File: config.mk
export PLATFORM = sky130hd
export DESIGN_NAME = alu_operand_loader
export DESIGN_NICKNAME = d
export VERILOG_FILES = /design/src/rtl/alu_operand_loader_pkg.sv /design/src/rtl/alu_operand_loader_btn_conditioner.sv /design/src/rtl/alu_operand_loader.sv
export SDC_FILE = /design/constraint.sdc
export NUM_CORES = 1
export LEC_CHECK = 0
export CAP_MARGIN = 15
export CORE_AREA = 2 2 62 64
export CTS_CLUSTER_SIZE = 40
export DETAILED_ROUTE_END_ITERATION = 6
export DIE_AREA = 0 0 64 66
export GPL_ROUTABILITY_DRIVEN = 1
export PLACE_DENSITY_LB_ADDON = 0.25
export SETUP_SLACK_MARGIN = 0.3
export SLEW_MARGIN = 10
export SYNTH_ARGS = -nofsm -noshare
export SYNTH_HDL_FRONTEND = slang
export SYNTH_SLANG_ARGS = --single-unit
File: constraint.sdc
create_clock -name clock -period 1.9 [get_ports clock]
set_input_delay 0.38 -clock clock [delete_from_list [all_inputs] [get_ports clock]]
set_output_delay 0.38 -clock clock [all_outputs]
set_load 0.005 [all_outputs]
File: src/rtl/alu_operand_loader_pkg.sv
// Shared definitions for the ALU operand loader.
//   - default operand / opcode width
//   - ALU opcode encodings (ADD..NOR) as seen on o_OP
//   - loader FSM state encodings, also driven onto the status LEDs
// Build option: ALU_LOADER_DEBOUNCE_EN (see alu_operand_loader_btn_conditioner).
package alu_operand_loader_pkg;

  localparam int unsigned N_BITS_DEFAULT = 6;

  // ALU opcodes, MIPS-style funct encodings.
  localparam logic [5:0] OP_ADD = 6'b100000;
  localparam logic [5:0] OP_SUB = 6'b100010;
  localparam logic [5:0] OP_AND = 6'b100100;
  localparam logic [5:0] OP_OR  = 6'b100101;
  localparam logic [5:0] OP_XOR = 6'b100110;
  localparam logic [5:0] OP_SRA = 6'b000011;
  localparam logic [5:0] OP_SRL = 6'b000010;
  localparam logic [5:0] OP_NOR = 6'b100111;

  // Encoding 2'd3 is unused and recovers to S_WAIT_A.
  typedef enum logic [1:0] {
    S_WAIT_A  = 2'd0,
    S_WAIT_B  = 2'd1,
    S_WAIT_OP = 2'd2
  } state_e;

  // True when op is one of the opcodes the ALU implements.
  function automatic logic is_alu_opcode(logic [5:0] op);
    return op inside {OP_ADD, OP_SUB, OP_AND, OP_OR, OP_XOR, OP_SRA, OP_SRL, OP_NOR};
  endfunction

endpackage

File: src/rtl/alu_operand_loader_btn_conditioner.sv
// Raw board button -> single-cycle press pulse.
//   2-FF synchronizer -> optional debounce -> rising-edge detect (registered).
// Build option: ALU_LOADER_DEBOUNCE_EN
//   defined   : a level is accepted only after DEBOUNCE_CYCLES consecutive cycles of the
//               synced input differing from the current debounced level.
//   undefined : debounced level is the synced level; DEBOUNCE_CYCLES has no effect.
// Ports:
//   clock    in  system clock, posedge
//   reset    in  asynchronous active-low reset
//   i_btn    in  raw, asynchronous button level
//   o_press  out one-cycle pulse per accepted press (holding the button gives one pulse)
module alu_operand_loader_btn_conditioner #(
  parameter int unsigned DEBOUNCE_CYCLES = 1000000
) (
  input  logic clock,
  input  logic reset,
  input  logic i_btn,
  output logic o_press
);

  logic [1:0] sync_q;
  logic       level;
  logic       level_prev_q;
  logic       press_q;

  // Zero is not a legal debounce length; such a build has no valid behaviour.
  if (DEBOUNCE_CYCLES == 0) begin : g_illegal_debounce_cycles
  end

  always_ff @(posedge clock or negedge reset) begin
    if (!reset) begin
      sync_q <= 2'b00;
    end else begin
      sync_q <= {sync_q[0], i_btn};
    end
  end

`ifdef ALU_LOADER_DEBOUNCE_EN
  localparam int unsigned CntW = $clog2(DEBOUNCE_CYCLES + 1);
  localparam logic [CntW-1:0] CntLast = CntW'(DEBOUNCE_CYCLES - 1);

  logic [CntW-1:0] cnt_q;
  logic            level_q;

  // The counter only runs while the synced input disagrees with the debounced level, so any
  // glitch shorter than DEBOUNCE_CYCLES restarts it from zero.
  always_ff @(posedge clock or negedge reset) begin
    if (!reset) begin
      cnt_q   <= '0;
      level_q <= 1'b0;
    end else if (sync_q[1] == level_q) begin
      cnt_q <= '0;
    end else if (cnt_q == CntLast) begin
      level_q <= ~level_q;
      cnt_q   <= '0;
    end else begin
      cnt_q <= cnt_q + 1'b1;
    end
  end

  assign level = level_q;
`else
  assign level = sync_q[1];
`endif

  always_ff @(posedge clock or negedge reset) begin
    if (!reset) begin
      level_prev_q <= 1'b0;
      press_q      <= 1'b0;
    end else begin
      level_prev_q <= level;
      press_q      <= level & ~level_prev_q;
    end
  end

  assign o_press = press_q;

endmodule

File: src/rtl/alu_operand_loader.sv
// Upstream stage of the ALU: captures A, B and OP from the shared switch bank, one button
// press each, strictly in the order A -> B -> OP, then presents all three together.
// Build option: ALU_LOADER_DEBOUNCE_EN enables button debouncing (DEBOUNCE_CYCLES).
// Ports:
//   clock      in   system clock, posedge
//   reset      in   asynchronous active-low reset
//   i_sw       in   switch bank, quasi-static, sampled in the cycle of a press
//   i_btn_a    in   raw button: load A
//   i_btn_b    in   raw button: load B
//   i_btn_op   in   raw button: load OP
//   o_A/o_B    out  operands to the ALU
//   o_OP       out  opcode to the ALU
//   o_valid    out  one-cycle pulse: o_A/o_B/o_OP just updated together
//   o_seq_err  out  one-cycle pulse: an out-of-order press was ignored
//   o_state    out  FSM state for status LEDs (0 wait A, 1 wait B, 2 wait OP)
module alu_operand_loader
  import alu_operand_loader_pkg::*;
#(
  parameter int unsigned N_BITS          = N_BITS_DEFAULT,
  parameter int unsigned DEBOUNCE_CYCLES = 1000000
) (
  input  logic              clock,
  input  logic              reset,
  input  logic [N_BITS-1:0] i_sw,
  input  logic              i_btn_a,
  input  logic              i_btn_b,
  input  logic              i_btn_op,
  output logic [N_BITS-1:0] o_A,
  output logic [N_BITS-1:0] o_B,
  output logic [N_BITS-1:0] o_OP,
  output logic              o_valid,
  output logic              o_seq_err,
  output logic [1:0]        o_state
);

  logic press_a;
  logic press_b;
  logic press_op;

  alu_operand_loader_btn_conditioner #(
    .DEBOUNCE_CYCLES(DEBOUNCE_CYCLES)
  ) u_btn_a (
    .clock  (clock),
    .reset  (reset),
    .i_btn  (i_btn_a),
    .o_press(press_a)
  );

  alu_operand_loader_btn_conditioner #(
    .DEBOUNCE_CYCLES(DEBOUNCE_CYCLES)
  ) u_btn_b (
    .clock  (clock),
    .reset  (reset),
    .i_btn  (i_btn_b),
    .o_press(press_b)
  );

  alu_operand_loader_btn_conditioner #(
    .DEBOUNCE_CYCLES(DEBOUNCE_CYCLES)
  ) u_btn_op (
    .clock  (clock),
    .reset  (reset),
    .i_btn  (i_btn_op),
    .o_press(press_op)
  );

  state_e            state_q;
  logic [N_BITS-1:0] stage_a_q;
  logic [N_BITS-1:0] stage_b_q;

  // A and B are staged privately; the ALU-facing registers are only written on the OP press,
  // so the ALU never sees a partially loaded operand set. Any press other than the one the
  // current state expects raises o_seq_err, even when the expected press arrives alongside it.
  always_ff @(posedge clock or negedge reset) begin
    if (!reset) begin
      state_q   <= S_WAIT_A;
      stage_a_q <= '0;
      stage_b_q <= '0;
      o_A       <= '0;
      o_B       <= '0;
      o_OP      <= '0;
      o_valid   <= 1'b0;
      o_seq_err <= 1'b0;
    end else begin
      o_valid   <= 1'b0;
      o_seq_err <= 1'b0;
      case (state_q)
        S_WAIT_A: begin
          if (press_a) begin
            stage_a_q <= i_sw;
            state_q   <= S_WAIT_B;
          end
          o_seq_err <= press_b | press_op;
        end
        S_WAIT_B: begin
          if (press_b) begin
            stage_b_q <= i_sw;
            state_q   <= S_WAIT_OP;
          end
          o_seq_err <= press_a | press_op;
        end
        S_WAIT_OP: begin
          if (press_op) begin
            o_A     <= stage_a_q;
            o_B     <= stage_b_q;
            o_OP    <= i_sw;
            o_valid <= 1'b1;
            state_q <= S_WAIT_A;
          end
          o_seq_err <= press_a | press_b;
        end
        default: state_q <= S_WAIT_A;
      endcase
    end
  end

  assign o_state = state_q;

endmodule

; Word level (Yosys, flattened, before mapping)
; Index checks and enable logic that the tools add are counted.
[word_totals]
regBits = 46
wordCells = 43
out_inout_bits = 22
input_bits = 11
[op_classes]
reduce_logical = 5
n_eq_ne = 5
n_bitwise = 9
n_mux = 7
[ops]
columns = op, count
row1 = two-way mux 2 bit, 3
row2 = "!= test 2 x 1 -> 1 bit, second input constant", 3
row3 = one-hot mux 2 bit (3 select lines), 1
row4 = AND reduction 2 bit, 3
row5 = bitwise AND 1 bit, 3
row6 = NOT 1 bit, 3
row7 = OR 1 bit, 3
row8 = one-hot mux 1 bit (3 select lines), 1
row9 = AND reduction 3 bit, 1
row10 = "== test 2 x 1 -> 1 bit, second input constant", 1
row11 = "== test 2 bit, second input constant", 1
row12 = logical NOT 2 bit, 1
row13 = two-way mux 1 bit, 2

; Depth between registers and ports, before layout
; Gate-level depths: netlist (run 1).
[depth]
word_depth = 3
ltp_mapped = 5
ltp_nobuf = 5

; Hierarchy
; From an unflattened synthesis (run 1), not the netlist that was laid out.
[unflattened]
hier_cells = 102
area_unflattened_um2 = 1705.4
[modules_own_cells]
columns = mod, area_per_inst_um2, instances, seq_area_each_um2, cells_each
row1 = alu_operand_loader, 1363.8, 1, 850.8, 87
row2 = alu_operand_loader_btn_conditioner, 113.9, 3, 100.1, 5

; Worst setup path before layout (run 1)
; Ideal clock, no wire load.
[synth_path]
kind = register to register
start = register state_q[0] (netlist: o_state[0])
end = register state_q[0] (netlist: o_state[0])
path_slack_ns = 0.283
path_stages_with_launch = 5
setup_time_ns = 0.125
arrival_time_ns = 1.492
path_buffers = 0
required_ns = 1.775
period_less_slack_ns = 1.617
path_cell_list = dfrtp_1 -> inv_1 -> ha_1 -> a222oi_1 -> mux2_2
[synth_via]
elab_chain_cells = 3
word_cells_on_any_way = 8
classes_between = eq/ne: 5 / mux: 1 / reduce/logical: 2
[synth_rtl]
columns = element, line_no
row1 = from (decl), alu_operand_loader.sv:67  ; state_e state_q;
row2 = from (signal assigned), alu_operand_loader.sv:76  ; state_q <= S_WAIT_A;
row3 = from (signal assigned), alu_operand_loader.sv:91  ; state_q <= S_WAIT_B;
row4 = from (signal assigned), alu_operand_loader.sv:98  ; state_q <= S_WAIT_OP;
row5 = == test 2 x 1 -> 1 bit (tied with other cells), alu_operand_loader.sv:87  ; case (state_q)
row6 = != test 2 x 1 -> 1 bit (no source line), -
row7 = AND reduction 3 bit (no source line), -
; Several ways; a longest one is shown, not always the timed one.
; A chain may end at the register's enable or synchronous reset.

; Final worst setup path (run 1)
; Same ends and word-level chain as after synthesis.

==> flow_metrics.py, run 1 <==
metrics = {
    "clock_network": {
        "path_clk_slew_ns": 0.11,
        "cts-root-buf": "clkbuf_4",
        "tritoncts": "built",
        "worstSkewPairLatency_ns": 0.34,
        "cts_buffer_depth": 2,
        "cts.htree.levels": 2,
        "cts_buffers": 5,
        "clock-sinks": 46,
    },
    "floorplanning": {
        "initial_utilization_pct": 47.4,
        "core_area_mm2": 0.00355,
        "die_h_um": 66,
        "die_x_um": 64,
        "row_count": 22,
        "dieArea_mm2": 0.00422,
        "io_pins": 33,
    },
    "sta": {
        "max_slew.worst_pin.slew_ns": 0.513,
        "hold_violations": 0,
        "finalClockSkew_ns": 0.00498,
        "timing.final.crit_share_pct": 84.8,
        "fin_setup_tns_ns": 0,
        "setup_viol": 0,
        "layout_min_cycle_time_ns": 1.61,
        "slew_violations": 0,
        "fin_hold_ws_ns": 0.358,
        "layout_setup_ws_ns": 0.289,
        "maxSlewHeadroom_pct": 65.8,
        "rsz0062_at_grt": "true",
        "max_freq_ghz": 0.621,
    },
    "yosys": {
        "netlist_instances": 102,
        "syn_nets": 119,
        "synth_xor_xnor_area_share_pct": 0,
        "synth.distinct_cells": 11,
        "synth_area_mm2": 0.00168,
        "synth-compound-area-share_pct": 1.49,
        "yosys_warnings": 0,
        "yosys.area_share.adder_pct": 4.46,
        "ys_seq_elements": 46,
        "yosysSeqAreaShare_pct": 68.4,
        "avgSynthCellArea_um2": 16.5,
        "synthSimpleGateAreaFrac_pct": 1.93,
        "synth_top_family_by_area": "multiplexers",
        "synthMuxAreaShare_pct": 22.1,
    },
    "pwr": {
        "powerDensity_mw_per_mm2": 1390,
        "vdd_drop_max_mv": 0.733,
        "fin_total_pwr_w": 0.00306,
        "leakage_nw": 1.11,
    },
    "grt": {
        "grt_max_degree": 25,
        "grt_overflow": 0,
        "grt_pass1_wl_um": 4660,
        "grt_use_total_pct": 15.2,
        "grt_pass1_vias": 993,
        "grt_antenna_before_repair": 0,
    },
    "route": {
        "post-route-drc-count": 0,
        "dr_wl_met2_um": 1440,
        "drt_iter0_drc": 22,
        "wl_met1_um": 1070,
        "drt-total-wl_um": 2700,
        "vias_per_cell": 4.75,
        "vias": 940,
        "ant_nets": 0,
        "drt-pass1-iter-count": 4,
        "met3WireLength_um": 145,
        "wl_per_cell_um": 13.7,
        "highest_layer": "met4",
    },
    "critical_path": {
        "cp.arrival_ns": 1.84,
        "critPathLaunchType": "flop",
        "cp.required_ns": 2.13,
        "max_stage_delay_ns": 0.41,
        "critical_path_class": "reg -> reg",
        "cp.buffers_inverters": 2,
        "path_max_fanout": 4,
        "worst-r2r-setup-slack_ns": 0.29,
        "reg2reg_to": "o_state[0]$_DFFE_PN0P_",
        "crit_chain": "inv_2, ha_2, a222oi_1, buf_4, mux2_2",
        "reg2reg_depth": 5,
        "slowest_stage": "dfrtp_2",
        "end_kind": "flop",
        "cp_top_family": "flip-flops",
        "timing.rr.start": "o_state[0]$_DFFE_PN0P_",
    },
    "place": {
        "place_ws_ns": 0.149,
        "place.port_buffers": 32,
        "gp_routability_congestion": 0.703,
        "dp_hpwl_um": 1870,
    },
    "hold_path": {
        "worstHoldPathType": "reg -> reg",
        "holdPathStages": 0,
        "holdCritStartpoint": "u_btn_op.sync_q[0]$_DFF_PN0_",
        "hold_path_end": "u_btn_op.sync_q[1]$_DFF_PN0_",
    },
    "finish": {
        "drive_above_1_share_pct": 36.0,
        "nets": 167,
        "area_growth_pct": 30.9,
        "n_antenna_cell": 0,
        "finish.utilization_pct": 62.0,
    },
    "job": {
        "drv_cap": 0,
    },
    "outcome": {
        "status": "completed",
    },
}
metal layers:
metal,up-vias,track usage (%)
met5,-,0
met4,0,7.34
met3,5,4.94
met2,20,25.9
met1,474,17.3
li1,441,-
worst max-delay path by stage:
stage                                      start                      to  slack (ns)  depth (start not counted)
after floorplan           o_state[0]$_DFFE_PN0P_  o_state[0]$_DFFE_PN0P_        0.32                          4
after global placement    o_state[1]$_DFFE_PN0P_  o_state[0]$_DFFE_PN0P_        0.24                          4
after detailed placement  o_state[0]$_DFFE_PN0P_  o_state[0]$_DFFE_PN0P_        0.15                          4
after CTS                 o_state[1]$_DFFE_PN0P_  o_state[0]$_DFFE_PN0P_        0.26                          4
after global routing      o_state[0]$_DFFE_PN0P_  o_state[0]$_DFFE_PN0P_        0.22                          5
final                     o_state[0]$_DFFE_PN0P_  o_state[0]$_DFFE_PN0P_        0.29                          5
synth_stat cells:
library cell	number	area, µm²
dfrtp_1	46	1150
mux2_2	33	372
ha_1	6	75.1
inv_1	6	22.5
nor2b_1	3	18.8
nand2_1	2	7.51
o21ai_0	2	10.0
a21oi_1	1	5.00
a222oi_1	1	10.0
buf_2	1	5.00
nand2_2	1	6.26
report_power, final:
group          total (W)  internal, W  switching (W)  leakage [nW]
clock network   0.000400     0.000140       0.000260        0.0254
registers        0.00153      0.00135       0.000180         0.549
logic            0.00113     0.000748       0.000379         0.535
placed cells by master (no fill, tap or decap), types with 2 or more instances in the layout:
cell type / instances
mux2_2: 33
dlymetal6s2s_1: 10
nand2_1: 2
clkbuf_1: 2
nor2b_1: 3
inv_1: 4
clkdlybuf4s50_1: 9
buf_4: 9
dfrtp_1: 45
inv_2: 2
o21ai_0: 2
dlygate4sd2_1: 12
ha_1: 4
clkbuf_4: 5
layout make-up:
type | instances | area, µm²
Fill cell | 281 | 1350
Sequential cell | 46 | 1150
Multi-Input combinational cell | 49 | 519
Timing Repair Buffer | 42 | 403
Tap cell | 48 | 60.1
Clock buffer | 7 | 45.0
Inverter | 6 | 22.5
cell families (layout without fill, tap and decap cells):
logic type | count (synthesis) | count (layout)
DFF | 46 | 46
muxes | 33 | 33
buffers and inverters | 7 | 55
adders and majority gates | 6 | 6
and+or+nand+nor | 6 | 6
AOI/OAI and AO/OA | 4 | 4
through the flow:
stage	cells	instance area, µm²
4_1_cts	196	2160
6_report	198	2200
5_1_grt	198	2200
3_3_place_gp	182	2060
3_5_place_dp	182	2060
2_1_floorplan	102	1690
what timing repair did:
| action | in CTS | in global routing |
|---|---|---|
| hold buffers | 1 | 0 |
| gates cloned | 0 | 0 |
| buffers inserted | 6 | 2 |
| endpoints found under the hold margin | 6 | 0 |
| pin swaps | 2 | 1 |
| setup endpoints to repair | 32 | 29 |
| gates resized for setup | 17 | 10 |
registers in the layout, indices dropped and copies added, names as in the netlist, 6 cells and up:
register / flops
o_A: 6
o_B: 6
o_OP: 6
stage_a_q: 6
stage_b_q: 6
(Power assumes the default switching activity.)
==> run 2: changes to the inputs <==
==> constraint.sdc (replaced) <==
create_clock -name clock -period 1.5 [get_ports clock]
set_input_delay 0.3 -clock clock [delete_from_list [all_inputs] [get_ports clock]]
set_output_delay 0.3 -clock clock [all_outputs]
set_load 0.005 [all_outputs]
==> flow_metrics.py, run 2 (synthesis results as in run 1) <==
metrics = {
    "outcome": {
        "status": "finished with violations",
        "violations": "negative setup slack",
    },
    "place": {
        "place.port_buffers": 32,
        "gp_routability_congestion": 0.726,
        "place_inst": 188,
        "dp_hpwl_um": 1830,
    },
    "sta": {
        "slew_violations": 0,
        "hold_violations": 0,
        "maxSlewHeadroom_pct": 68.5,
        "rsz0062_at_grt": "true",
        "max_slew.worst_pin.slew_ns": 0.472,
        "max_freq_ghz": 0.643,
        "finalClockSkew_ns": 0.0174,
        "setup_viol": 2,
        "layout_setup_ws_ns": -0.0556,
        "layout_min_cycle_time_ns": 1.56,
        "timing.final.crit_share_pct": 104,
    },
    "pwr": {
        "powerDensity_mw_per_mm2": 2010,
        "leakage_nw": 1.22,
        "vdd_drop_max_mv": 1.10,
        "fin_total_pwr_w": 0.00486,
    },
    "clock_network": {
        "worstSkewPairLatency_ns": 0.37,
        "path_clk_slew_ns": 0.12,
        "cts.htree.levels": 2,
        "tritoncts": "built",
        "cts_buffers": 5,
        "clock-sinks": 46,
        "cts-root-buf": "clkbuf_4",
        "cts_buffer_depth": 2,
    },
    "finish": {
        "final_common_cell": "dfrtp_1",
        "area_growth_pct": 43.6,
        "nets": 179,
        "layout_common_cells": "dfrtp_1 (46), mux2_4 (26), buf_2 (21), buf_4 (16), clkdlybuf4s50_1 (9)",
        "fillCellCount": 244,
        "finalNonFillerCells": 211,
        "drive_above_1_share_pct": 55.2,
        "n_antenna_cell": 0,
    },
    "route": {
        "post-route-drc-count": 0,
        "vias_per_cell": 4.73,
        "ant_nets": 0,
        "vias": 997,
        "drt_iter0_drc": 45,
        "wl_per_cell_um": 14.4,
        "drt-total-wl_um": 3050,
        "drt-pass1-iter-count": 4,
    },
    "hold_path": {
        "hold_path_end": "u_btn_op.sync_q[1]$_DFF_PN0_",
        "holdCritStartpoint": "u_btn_op.sync_q[0]$_DFF_PN0_",
        "worstHoldPathType": "reg -> reg",
        "holdPathStages": 0,
    },
    "floorplanning": {
        "io_pins": 33,
        "die_x_um": 64,
        "die_h_um": 66,
        "dieArea_mm2": 0.00422,
        "initial_utilization_pct": 47.4,
        "core_area_mm2": 0.00355,
        "row_count": 22,
    },
    "critical_path": {
        "timing.rr.start": "o_state[0]$_DFFE_PN0P_",
        "worst-r2r-setup-slack_ns": -0.06,
        "path_max_fanout": 3,
        "reg2reg_to": "o_state[1]$_DFFE_PN0P_",
        "end_kind": "flop",
        "critical_path_class": "reg -> reg",
        "crit_chain": "inv_2, ha_2, a222oi_1, buf_4, mux2_4",
        "cp.arrival_ns": 1.81,
        "slowest_stage": "dfrtp_1",
        "cp.required_ns": 1.75,
        "max_stage_delay_ns": 0.42,
        "reg2reg_depth": 5,
        "critPathLaunchType": "flop",
    },
    "grt": {
        "grt_pass1_vias": 1004,
        "grt_max_degree": 28,
        "grt_overflow": 0,
        "grt_use_total_pct": 16.7,
        "grt_antenna_before_repair": 0,
        "grt_pass1_wl_um": 5180,
    },
    "job": {
        "drv_cap": 0,
    },
}
## run 2: cell count changes in the layout (fill, tap and decap cells not counted), moves of 2 or more
cell	delta
buf_6	+4
dlygate4sd2_1	-10
bufinv_16	+2
dlymetal6s2s_1	-10
nand2_8	+3
nand2_1	-2
buf_2	+20
clkbuf_1	-2
buf_4	+7
mux2_4	+26
mux2_2	-26
## run 2: what timing repair did
action / 4_1_cts / 5_1_grt
endpoints found under the hold margin: 19 / 0
setup buffers: 6 / 8
pin swaps: 2 / 1
resized for setup: 116 / 2
setup endpoints to repair: 56 / 55
hold buffers: 1 / 0
## run 2: layer usage
metal,GRT usage [%],up-vias,routed length (µm)
met5,0,-,0
met4,8.97,0,68
met3,4.26,7,133
met2,24.7,28,1480
met1,22.6,496,1360
li1,-,466,-
## run 2: how the worst max path moves through the flow
stage | endpoint | start | slack [ns] | cells after the start
floorplan | o_state[0]$_DFFE_PN0P_ | o_state[0]$_DFFE_PN0P_ | -0.05 | 4
CTS | o_state[0]$_DFFE_PN0P_ | o_state[0]$_DFFE_PN0P_ | -0.02 | 5
finish | o_state[1]$_DFFE_PN0P_ | o_state[0]$_DFFE_PN0P_ | -0.06 | 5
detailed placement | o_state[1]$_DFFE_PN0P_ | o_state[0]$_DFFE_PN0P_ | -0.09 | 4
global route | o_state[0]$_DFFE_PN0P_ | o_state[1]$_DFFE_PN0P_ | -0.12 | 5
global placement | o_state[0]$_DFFE_PN0P_ | o_state[0]$_DFFE_PN0P_ | -0.003 | 4
## run 2: area by class of cell
type	count	area (µm²)	share of cell area, %
Clock buffer	6	51.3	2.12
Sequential cell	46	1150	47.6
Multi-Input combinational cell	49	663	27.4
Tap cell	48	60.1	2.49
Timing Repair Buffer	54	408	16.9
Clock inverter	2	60.1	2.49
Inverter	6	22.5	0.932
## run 2: per-stage QoR
step           setup TNS [ns]  cell area, µm²  hold slack [ns]  setup slack, ns  utilization [%]
6_report               -0.108            2420            0.360          -0.0556             68.0
5_1_grt                -0.583            2420            0.336           -0.117             68.0
3_3_place_gp         -0.00576            2130            0.278         -0.00307             60.0
3_5_place_dp           -0.264            2130            0.284          -0.0889             60.0
4_1_cts               -0.0490            2350            0.348          -0.0231             66.2
2_1_floorplan          -0.101            1700          0.00441          -0.0505                -
## run 2: critical path, delay by kind of cell, from the launching register on
family / cells / cell delay, ns
buf+inv: 2 / 0.27
mux: 1 / 0.29
fa+ha+maj: 1 / 0.20
compound gates: 1 / 0.28
flops: 1 / 0.42
## run 2: power by group
part	total, W	switching, W	internal [W]
logic	0.00196	0.000646	0.00131
registers	0.00196	0.000251	0.00170
clock network	0.000949	0.000384	0.000565
==> run 3: changes to the inputs <==
--- a/config.mk
+++ b/config.mk
@@ -7,7 +7,6 @@
 export LEC_CHECK = 0
 export CAP_MARGIN = 15
 export CORE_AREA = 2 2 62 64
-export CTS_CLUSTER_SIZE = 40
 export DETAILED_ROUTE_END_ITERATION = 6
 export DIE_AREA = 0 0 64 66
 export GPL_ROUTABILITY_DRIVEN = 1
==> results of run 3 <==
No change in the layout: final DEF, timing and power equal those of run 2.
==> edit (settings of run 3) <==
Register the output `o_valid` once more, cleared by the reset; this adds one clock of latency there. The other outputs are not delayed to match. Comments in the files are not updated.
--- a/src/rtl/alu_operand_loader.sv
+++ b/src/rtl/alu_operand_loader.sv
@@ -32,6 +32,8 @@
   output logic              o_seq_err,
   output logic [1:0]        o_state
 );
+
+  logic o_valid_s0;
 
   logic press_a;
   logic press_b;
@@ -79,10 +81,10 @@
       o_A       <= '0;
       o_B       <= '0;
       o_OP      <= '0;
-      o_valid   <= 1'b0;
+      o_valid_s0 <= 1'b0;
       o_seq_err <= 1'b0;
     end else begin
-      o_valid   <= 1'b0;
+      o_valid_s0 <= 1'b0;
       o_seq_err <= 1'b0;
       case (state_q)
         S_WAIT_A: begin
@@ -104,7 +106,7 @@
             o_A     <= stage_a_q;
             o_B     <= stage_b_q;
             o_OP    <= i_sw;
-            o_valid <= 1'b1;
+            o_valid_s0 <= 1'b1;
             state_q <= S_WAIT_A;
           end
           o_seq_err <= press_a | press_b;
@@ -116,5 +118,13 @@
 
   assign o_state = state_q;
 
+  always_ff @(posedge clock or negedge reset) begin
+    if (!reset) begin
+      o_valid <= '0;
+    end else begin
+      o_valid <= o_valid_s0;
+    end
+  end
+
 endmodule
 
Behaviour: not the same (Yosys sat finds a counterexample within 10 cycles, from zero or initial values and one cycle with reset low).
==> edit against run 3 <==
- the flow still finishes with violations (negative setup slack)
- setup slack got worse by 0.021 ns
- count of clock-buffer cells in the layout did not move
- wire length rose by 13%
- synthesized area rose by 1.5%
- clock power fell by 4.6%
- cell area rose by 4.1%
- combinational power rose by 12%
- sequential cell count rose by 1
- worst hold slack improved by 0.0019 ns
- fmax fell by 1.3%
- non-clock buffer count rose by 12
- power rose by 5.0%
- critical endpoint unchanged
- largest cell class unchanged
- highest routed layer unchanged
==> edit: results <==
group,metric,value,unit
power_and_ir_drop,max-vdd-ir-drop,1050,uV
run_status,status,"complete, but fails checks",
yosys,synth-main-ff-cell,"dfrtp_1",
yosys,ys_seq_area_share,68.9,%
grt,track_usage,19.6,%
worst_setup_path,worstSetupPathType,"reg -> reg",
clocking,worstSkewPairLatency,0.36,ns
yosys,synth_fp_nets,120,
yosys,synthTopCellsByCount,"dfrtp_1 (47), mux2_2 (33), ha_1 (6), inv_1 (6), nor2b_1 (3)",
sta,holdWs,0.362,ns
placement,dpl-instance-area,2160,sq um
worst_setup_path,critical_path.top_delay_family,"flip-flops",
power_and_ir_drop,pg_comb,2.20,mW
worst_hold_path,min_from,"u_btn_op.sync_q[0]",
detailed_routing,drt_first_pass_iters,4,
worst_setup_path,crit_path_start,"o_state[0]",
sta,fin_skew,0.00681,ns
final_layout,nNetsFinal,192,
yosys,synthMuxAreaShare,21.8,%
placement,gp_congestion,0.742,
sta,setup_viol,2,
detailed_routing,wl_met2,1810,um
clocking,htreeDepth,2,
placement,dp_hpwl,2010,um
worst_setup_path,rr_endpoint,"o_state[1]",
detailed_routing,drt_first_iter_violations,42,
detailed_routing,vias_per_cell,4.80,
power_and_ir_drop,p_leak,1.29,nW
power_and_ir_drop,switching_power,1.37,mW
grt,use_met2,32.3,%
worst_setup_path,crit_arrival,1.83,ns
grt,grt_pass1_wl,5980,um
yosys,synth_area_leaders,"dfrtp_1 (69%), mux2_2 (22%), ha_1 (4.4%), inv_1 (1.3%), nor2b_1 (1.1%)",
placement,dpl_worst_slack,-0.0586,ns
yosys,synthAdderAreaFrac,4.40,%
detailed_routing,drt-met1-wl,1440,um
worst_setup_path,cpMaxStageDelayCell,"dfrtp_1",
worst_hold_path,hold_path_depth,0,
run_status,failed_checks,"negative setup slack",
final_layout,drive_above_1_share,58.5,%
power_and_ir_drop,pwr-share-comb,43.1,%
sta,worstMarginPinSlew,0.295,ns
worst_setup_path,cpPeakStageDelay,0.42,ns
grt,grt_use_met3,6.64,%
clocking,path_clk_slew,0.13,ns
grt,grt_pass1_vias,1161,
grt,grt_max_degree,48,
sta,layout_setup_ws,-0.0766,ns
detailed_routing,route.met3.wl,162,um
grt,met1_usage,24.1,%
power_and_ir_drop,power_frac_seq,39.2,%
clocking,clockRootBuffer,"clkbuf_4",
detailed_routing,wl,3450,um
yosys,synth_compound_area_share,1.47,%
==> edit: cell types whose count changed after synthesis <==
cell,change
dfrtp_1,+1
==> edit: area by class of cell <==
type / count / area, sq um
Sequential cell: 47 / 1180
Fill cell: 259 / 1030
Multi-Input combinational cell: 49 / 663
Timing Repair Buffer: 66 / 493
Clock inverter: 2 / 60.1
Tap cell: 48 / 60.1
Clock buffer: 6 / 41.3
Inverter: 6 / 22.5
==> edit: stage by stage <==
step / setup TNS, ns / utilization, % / instances
after global routing: -0.403 / 70.9 / 224
after CTS: -0.0827 / 67.9 / 210
after detailed placement: -0.200 / 60.9 / 190
after floorplan: -0.101 / - / 103
final: -0.150 / 70.9 / 224
after global placement: 0 / 60.9 / 190
==> edit: repair_timing <==
action	in CTS	in global routing
pin swaps	2	2
hold endpoints to repair	47	0
hold buffers	1	0
setup endpoints to repair	55	56
gates resized for setup	124	0
setup buffers	11	14
